[config.mk]
export PLATFORM = sky130hd
export DESIGN_NAME = spi2mem_slave_flat
export DESIGN_NICKNAME = d
export VERILOG_FILES = /design/src/rtl/spi2mem_slave_pkg.sv /design/src/rtl/spi2mem_slave_if.sv /design/src/rtl/spi2mem_slave_sync_ff.sv /design/src/rtl/spi2mem_slave.sv /design/src/flat_wrapper.sv
export SDC_FILE = /design/constraint.sdc
export NUM_CORES = 1
export LEC_CHECK = 0
export CORE_UTILIZATION = 30
export DETAILED_ROUTE_END_ITERATION = 8
export GPL_TIMING_DRIVEN = 0
export MAX_ROUTING_LAYER = met4
export PLACE_DENSITY = 0.61
export SYNTH_ARGS = -nofsm -noshare
export SYNTH_HDL_FRONTEND = slang
export SYNTH_SLANG_ARGS = --single-unit
[constraint.sdc]
create_clock -name clk -period 1.4 [get_ports clk]
set_input_delay 0.28 -clock clk [delete_from_list [all_inputs] [get_ports clk]]
set_output_delay 0.28 -clock clk [all_outputs]
set_load 0.02 [all_outputs]
[src/rtl/spi2mem_slave_pkg.sv]
// -----------------------------------------------------------------------------
// spi_slave_pkg
// Shared definitions for the SPI-to-memory slave:
//   state_t      : frame FSM state encodings (IDLE, SHIFT, CHECK)
//   SYNC_DEPTH   : number of flops in each asynchronous-input synchronizer
//   edge_t       : SPI clock edge selector
//   SAMPLE_EDGE  : edge on which MOSI is captured (mode 0: rising)
//   SHIFT_EDGE   : edge on which the master changes MOSI (mode 0: falling)
// -----------------------------------------------------------------------------
package spi_slave_pkg;

  typedef enum logic [1:0] {
    ST_IDLE  = 2'd0,
    ST_SHIFT = 2'd1,
    ST_CHECK = 2'd2
  } state_t;

  localparam int SYNC_DEPTH = 2;

  typedef enum logic {
    EDGE_RISE = 1'b0,
    EDGE_FALL = 1'b1
  } edge_t;

  localparam edge_t SAMPLE_EDGE = EDGE_RISE;
  localparam edge_t SHIFT_EDGE  = EDGE_FALL;

endpackage

[src/rtl/spi2mem_slave_if.sv]
// -----------------------------------------------------------------------------
// spi2mem_slave_if
// SPI bus bundle between an SPI master and spi2mem_slave.
//   spi_clk : serial clock (mode 0)
//   cs_n    : active-low chip select
//   mosi    : serial data, MSB first
// Modports: master drives the bus, slave receives it.
// -----------------------------------------------------------------------------
interface spi2mem_slave_if;
  logic spi_clk;
  logic cs_n;
  logic mosi;

  modport master (output spi_clk, output cs_n, output mosi);
  modport slave  (input  spi_clk, input  cs_n, input  mosi);
endinterface

[src/rtl/spi2mem_slave_sync_ff.sv]
// -----------------------------------------------------------------------------
// sync_ff
// Multi-flop synchronizer for one asynchronous single-bit input.
// Parameters:
//   DEPTH   : number of flops in the chain (>= 2)
//   RST_VAL : value loaded into every flop while reset_n is low
// Ports:
//   clk     : system clock
//   reset_n : synchronous active-low reset
//   i_d     : asynchronous input
//   o_q     : synchronized output
// -----------------------------------------------------------------------------
module sync_ff #(
  parameter int   DEPTH   = 2,
  parameter logic RST_VAL = 1'b0
) (
  input  logic clk,
  input  logic reset_n,
  input  logic i_d,
  output logic o_q
);

  logic [DEPTH-1:0] r_q;

  always_ff @(posedge clk) begin
    if (!reset_n) begin
      r_q <= {DEPTH{RST_VAL}};
    end else begin
      r_q <= {r_q[DEPTH-2:0], i_d};
    end
  end

  assign o_q = r_q[DEPTH-1];

endmodule

[src/rtl/spi2mem_slave.sv]
// -----------------------------------------------------------------------------
// spi2mem_slave
// SPI mode-0 slave that receives a fixed-length frame and, if the frame is
// well formed, loads its payload into a registered output word.
//
// Parameters:
//   WIDTH       : payload bits per frame and width of memory
//   RESET_VALUE : memory contents after reset
// Ports:
//   clk       : system clock (all logic on rising edge)
//   reset_n   : synchronous active-low reset
//   spi       : SPI bus (spi2mem_slave_if.slave: spi_clk, cs_n, mosi)
//   memory    : last accepted payload word
//   update    : one-clk pulse when memory is loaded
//   frame_err : one-clk pulse when a frame is rejected
//   busy      : high while a frame is being shifted in
//
// Build option: define SPI2MEM_SLAVE_PARITY_EN to append an odd-parity bit
// to each frame (WIDTH+1 bits); a parity mismatch rejects the frame.
// -----------------------------------------------------------------------------
module spi2mem_slave
  import spi_slave_pkg::*;
#(
  parameter int               WIDTH       = 48,
  parameter logic [WIDTH-1:0] RESET_VALUE = '0
) (
  input  logic             clk,
  input  logic             reset_n,
  spi2mem_slave_if.slave   spi,
  output logic [WIDTH-1:0] memory,
  output logic             update,
  output logic             frame_err,
  output logic             busy
);

`ifdef SPI2MEM_SLAVE_PARITY_EN
  localparam int FRAME_BITS = WIDTH + 1;
`else
  localparam int FRAME_BITS = WIDTH;
`endif

  // Counter must hold FRAME_BITS+1 so over-length frames stay distinguishable.
  localparam int                CNT_W    = $clog2(FRAME_BITS + 2);
  localparam logic [CNT_W-1:0]  CNT_FULL = CNT_W'(FRAME_BITS);
  localparam logic [CNT_W-1:0]  CNT_SAT  = CNT_W'(FRAME_BITS + 1);

  // Cycles after reset before the synchronized cs_n reflects the pin.
  localparam int                SETTLE      = SYNC_DEPTH + 1;
  localparam int                SETTLE_W    = $clog2(SETTLE + 1);
  localparam logic [SETTLE_W-1:0] SETTLE_DONE = SETTLE_W'(SETTLE);

  logic w_sclk_s;
  logic w_cs_s;
  logic w_mosi_s;

  sync_ff #(.DEPTH(SYNC_DEPTH), .RST_VAL(1'b0)) u_sync_sclk (
    .clk     (clk),
    .reset_n (reset_n),
    .i_d     (spi.spi_clk),
    .o_q     (w_sclk_s)
  );

  sync_ff #(.DEPTH(SYNC_DEPTH), .RST_VAL(1'b1)) u_sync_cs (
    .clk     (clk),
    .reset_n (reset_n),
    .i_d     (spi.cs_n),
    .o_q     (w_cs_s)
  );

  sync_ff #(.DEPTH(SYNC_DEPTH), .RST_VAL(1'b0)) u_sync_mosi (
    .clk     (clk),
    .reset_n (reset_n),
    .i_d     (spi.mosi),
    .o_q     (w_mosi_s)
  );

  // Edge detection: one extra register behind each synchronizer.
  logic r_sclk_d;
  logic r_cs_d;

  always_ff @(posedge clk) begin
    if (!reset_n) begin
      r_sclk_d <= 1'b0;
      r_cs_d   <= 1'b1;
    end else begin
      r_sclk_d <= w_sclk_s;
      r_cs_d   <= w_cs_s;
    end
  end

  logic w_sclk_rise;
  logic w_sclk_fall;
  logic w_sample;
  logic w_cs_fall;
  logic w_cs_rise;

  assign w_sclk_rise = w_sclk_s & ~r_sclk_d;
  assign w_sclk_fall = ~w_sclk_s & r_sclk_d;
  assign w_sample    = (SAMPLE_EDGE == EDGE_RISE) ? w_sclk_rise : w_sclk_fall;
  assign w_cs_fall   = ~w_cs_s & r_cs_d;
  assign w_cs_rise   = w_cs_s & ~r_cs_d;

  // The cs_n synchronizer resets to 1, so a cs_n held low across reset
  // release would look like a falling edge. Frames are only accepted once
  // cs_n has been seen high with a settled synchronizer, or has risen.
  logic [SETTLE_W-1:0] r_settle;
  logic                r_armed;

  always_ff @(posedge clk) begin
    if (!reset_n) begin
      r_settle <= '0;
      r_armed  <= 1'b0;
    end else begin
      if (r_settle != SETTLE_DONE) begin
        r_settle <= r_settle + 1'b1;
      end
      if (((r_settle == SETTLE_DONE) && w_cs_s) || w_cs_rise) begin
        r_armed <= 1'b1;
      end
    end
  end

  logic [FRAME_BITS-1:0] r_shift;
  logic [CNT_W-1:0]      r_cnt;
  logic [WIDTH-1:0]      w_payload;
  logic                  w_par_ok;
  logic                  w_frame_ok;

`ifdef SPI2MEM_SLAVE_PARITY_EN
  assign w_payload = r_shift[FRAME_BITS-1:1];
  // Odd parity: payload plus parity bit must hold an odd number of ones.
  assign w_par_ok  = ^r_shift;
`else
  assign w_payload = r_shift;
  assign w_par_ok  = 1'b1;
`endif

  assign w_frame_ok = (r_cnt == CNT_FULL) && w_par_ok;

  state_t           r_state;
  logic [WIDTH-1:0] r_memory;
  logic             r_update;
  logic             r_frame_err;
  logic             r_busy;

  always_ff @(posedge clk) begin
    if (!reset_n) begin
      r_state     <= ST_IDLE;
      r_shift     <= '0;
      r_cnt       <= '0;
      r_memory    <= RESET_VALUE;
      r_update    <= 1'b0;
      r_frame_err <= 1'b0;
      r_busy      <= 1'b0;
    end else begin
      r_update    <= 1'b0;
      r_frame_err <= 1'b0;
      case (r_state)
        ST_IDLE: begin
          if (r_armed && w_cs_fall) begin
            r_state <= ST_SHIFT;
            r_shift <= '0;
            r_cnt   <= '0;
            r_busy  <= 1'b1;
          end
        end
        ST_SHIFT: begin
          // cs_n rising wins over a coincident spi_clk edge.
          if (w_cs_rise) begin
            r_state <= ST_CHECK;
            r_busy  <= 1'b0;
          end else if (w_sample) begin
            r_shift <= {r_shift[FRAME_BITS-2:0], w_mosi_s};
            if (r_cnt != CNT_SAT) begin
              r_cnt <= r_cnt + 1'b1;
            end
          end
        end
        ST_CHECK: begin
          if (w_frame_ok) begin
            r_memory <= w_payload;
            r_update <= 1'b1;
          end else begin
            r_frame_err <= 1'b1;
          end
          r_state <= ST_IDLE;
        end
        default: begin
          r_state <= ST_IDLE;
          r_busy  <= 1'b0;
        end
      endcase
    end
  end

  assign memory    = r_memory;
  assign update    = r_update;
  assign frame_err = r_frame_err;
  assign busy      = r_busy;

endmodule
[src/flat_wrapper.sv]
// flat-port wrapper written by rule: the top's interface ports become plain ports
module spi2mem_slave_flat import spi_slave_pkg::*;
#(
  parameter int               WIDTH       = 48,
  parameter logic [WIDTH-1:0] RESET_VALUE = '0
)
  (clk, reset_n, memory, update, frame_err, busy, spi_spi_clk, spi_cs_n, spi_mosi);
  spi2mem_slave_if spi_i ();
  input  logic clk;
  input  logic reset_n;
  output logic [WIDTH-1:0] memory;
  output logic update;
  output logic frame_err;
  output logic busy;
  input wire logic [$bits(spi_i.spi_clk)-1:0] spi_spi_clk;
  input wire logic [$bits(spi_i.cs_n)-1:0] spi_cs_n;
  input wire logic [$bits(spi_i.mosi)-1:0] spi_mosi;
  assign spi_i.spi_clk = spi_spi_clk;
  assign spi_i.cs_n = spi_cs_n;
  assign spi_i.mosi = spi_mosi;
  spi2mem_slave #(.WIDTH(WIDTH), .RESET_VALUE(RESET_VALUE)) u_core (.clk(clk), .reset_n(reset_n), .spi(spi_i), .memory(memory), .update(update), .frame_err(frame_err), .busy(busy));
endmodule
==> qor.yml <==
status: "finished, violations left"
failed_checks: "setup timing"
synthCells: 523
cp_slowest_cell: "dfxtp_4"
layout_common_cells: "dfxtp_1, nand2_1, a21oi_2"
reg2reg_to: "u_core.r_shift[28]$_SDFFE_PN0P_"
layout.nets: 637
criticalPathCategory: "reg -> reg"
r2r_cells: 6
wirelength_mm: 11.8
arrival_ns: 1.80
cp-end-kind: "register"
ys_types: 37
r2r_slack_ns: -0.05
via_per_inst: 4.94
cp-start-kind: "register"
fin_crit_sh_pct: 104
syn_avg_cell_area_um2: 8.33
hp-class: "reg -> reg"
floorplan.initialDensity_pct: 31.0
pin_count: 56
cts_tree: "built"
cts_hold_buf: 0
grt.overflow.total: 0
grt_pass1_vias: 3955
p_leak_nw: 2.39
hold_viol_final: 0
htreeDepth: 4
synth-seq-cells: 118
hold_path_end: "u_core.u_sync_cs.r_q[1]$_SDFF_PN1_"
max_freq_mhz: 688
cp_cell_sequence: "and4bb_1, a22oi_2, buf_6, buf_6, nand2_2, a21oi_2"
hold_depth: 1
portBuffers: 55
antenna_found_initial: 0
antennaDiodeCount: 0
die_area_um2: 15000
setup_violations: 57
die_y_um: 123
dp_slack_ns: -0.711
ys.warnings.count: 0
powerDensity_nw_per_um2: 1220
clockBufferDepth: 2
grt-busiest-layer: "met2"
synthFlopType: "dfxtp_1"
worstSkewPairLatency_ns: 0.42
initialDrtViolationCount: 279
placed_cell_area_um2: 5130
fin_cells: 821
final_layout_size_suffix_gt1_share_pct: 38.4
vdd_ir_drop_max_mv: 0.872
synth_edf_count: 0
finalWorstSetupSlack_ns: -0.0529
gr-usage-met3_pct: 5.07
track_usage_pct: 16.7
slowest_delay_ns: 0.37
critPathMaxFanout: 7
area_growth_pct: 53.2
cap_violations: 0
async_reset_ff_share_pct: 0
finalSetupTns_ns: -1.04
fin_skew_ns: 0.00669
die_x_um: 123
slew_headroom_pct: 56.4
gr-usage-met1_pct: 19.3
cpMostUsedCell: "buf_6"
layout_commonest_cell: "dfxtp_1"
ant_nets: 0
grt_max_degree: 17
netlist_area_um2: 4360
vias: 4055
synth-seq-area-share_pct: 54.2
grt_pass1_wl_mm: 18.6
dp_cells: 758
firstDrtPassIters: 5
clock-sinks: 118
row_count: 43
fin_crit_ns: 1.45
syn-num-nets: 532
cp.required_ns: 1.74
finalPower_mw: 8.17
hpwl_mm: 6.88
rr_startpoint: "u_core.r_state[0]$_SDFFE_PN0P_"
worst_pin_slew_ns: 0.655
maxSlewViolCount: 0
hold_ws_ns: 0.413
grt_setup_unrepaired: "true"
coreArea_um2: 14000
numCtsBuffers: 17
cts.clk_slew.worst_paths_ns: 0.06
drc: 0
root_buffer: "clkbuf_16"
gp_congestion: 0.822
gr-usage-met2_pct: 26.8
finish.utilization_pct: 47.5
fin_area_um2: 6680
wl_per_cell_um: 14.4
min-delay-start: "u_core.u_sync_cs.r_q[0]$_SDFF_PN1_"
[power by group]
group	total, mW	internal [mW]	leakage (nW)	switching (mW)
Combinational	0.244	0.0920	1.14	0.152
Clock	4.52	2.91	0.292	1.61
Sequential	3.41	3.38	0.957	0.0233
[logic make-up after synthesis]
| family | count (synthesis) | synth area share (%) |
|---|---|---|
| compound gates | 115 | 14.0 |
| buf+inv | 43 | 5.17 |
| flops | 118 | 54.2 |
| mux | 2 | 0.460 |
| fa+ha+maj | 4 | 1.15 |
| simple gates | 240 | 24.8 |
| xor+xnor | 1 | 0.201 |
[worst max path at each step]
| stage | start | cells after the start | end |
|---|---|---|---|
| floorplan | u_core.r_state[1]$_SDFFE_PN0P_ | 6 | u_core.r_shift[46]$_SDFFE_PN0P_ |
| global placement | reset_n | 5 | u_core.r_shift[43]$_SDFFE_PN0P_ |
| detailed placement | reset_n | 5 | u_core.r_shift[43]$_SDFFE_PN0P_ |
| CTS | u_core.r_cnt[2]$_SDFFE_PN0P_ | 8 | u_core.memory[28]$_SDFFE_PN0P_ |
| global route | u_core.u_sync_cs.r_q[1]$_SDFF_PN1_ | 6 | u_core.r_shift[31]$_SDFFE_PN0P_ |
| finish | u_core.r_state[0]$_SDFFE_PN0P_ | 6 | u_core.r_shift[28]$_SDFFE_PN0P_ |
[critical path, delay by kind of cell, from the launching register on]
| kind | cells | cell delay [ns] |
|---|---|---|
| compound gates | 2 | 0.39 |
| buf+inv | 2 | 0.31 |
| flops | 1 | 0.37 |
| simple gates | 2 | 0.30 |
[repair_timing]
action	4_1_cts	5_1_grt
gates cloned	6	1
setup endpoints to repair	152	140
resized for setup	186	184
pin swaps	34	31
buffers inserted	23	4
[layer usage]
layer | routed length (µm) | share of wire (%)
met4 | 246 | 2.1
met5 | 0 | 0
met3 | 534 | 4.5
met1 | 5220 | 44
met2 | 5790 | 49
[state kept, by name (all words and copies together), names as in the netlist]
signal,count
u_core.memory,48
u_core.r_state,2
u_core.busy,1
u_core.r_settle,2
u_core.r_cs_d,1
u_core.frame_err,1
u_core.u_sync_mosi.r_q,2
u_core.r_armed,1
u_core.r_shift,48
u_core.r_sclk_d,1
u_core.u_sync_cs.r_q,2
u_core.r_cnt,6
u_core.u_sync_sclk.r_q,2
u_core.update,1
[cell type report]
cell class,count,area (µm²)
clock buffers,19,453
inverters,5,21.3
repair buffers,87,761
multi-input cells,362,2290
clock inverters,13,173
flip-flops and latches,118,2390
fillers,1270,7370
plain buffers,37,359
well taps,180,225
[Yosys cell counts, types with 5 or more instances]
| master | instances | area (µm²) |
|---|---|---|
| dfxtp_1 | 118 | 2360 |
| clkbuf_1 | 18 | 67.6 |
| and2_1 | 6 | 37.5 |
| nand2b_1 | 5 | 31.3 |
| a21oi_1 | 98 | 490 |
| buf_6 | 5 | 56.3 |
| nand2_1 | 152 | 571 |
| nor2b_1 | 6 | 37.5 |
| nand3_1 | 53 | 265 |
| o21ai_0 | 6 | 30.0 |
| buf_2 | 9 | 45.0 |
Power figures use the tool's default switching activity.
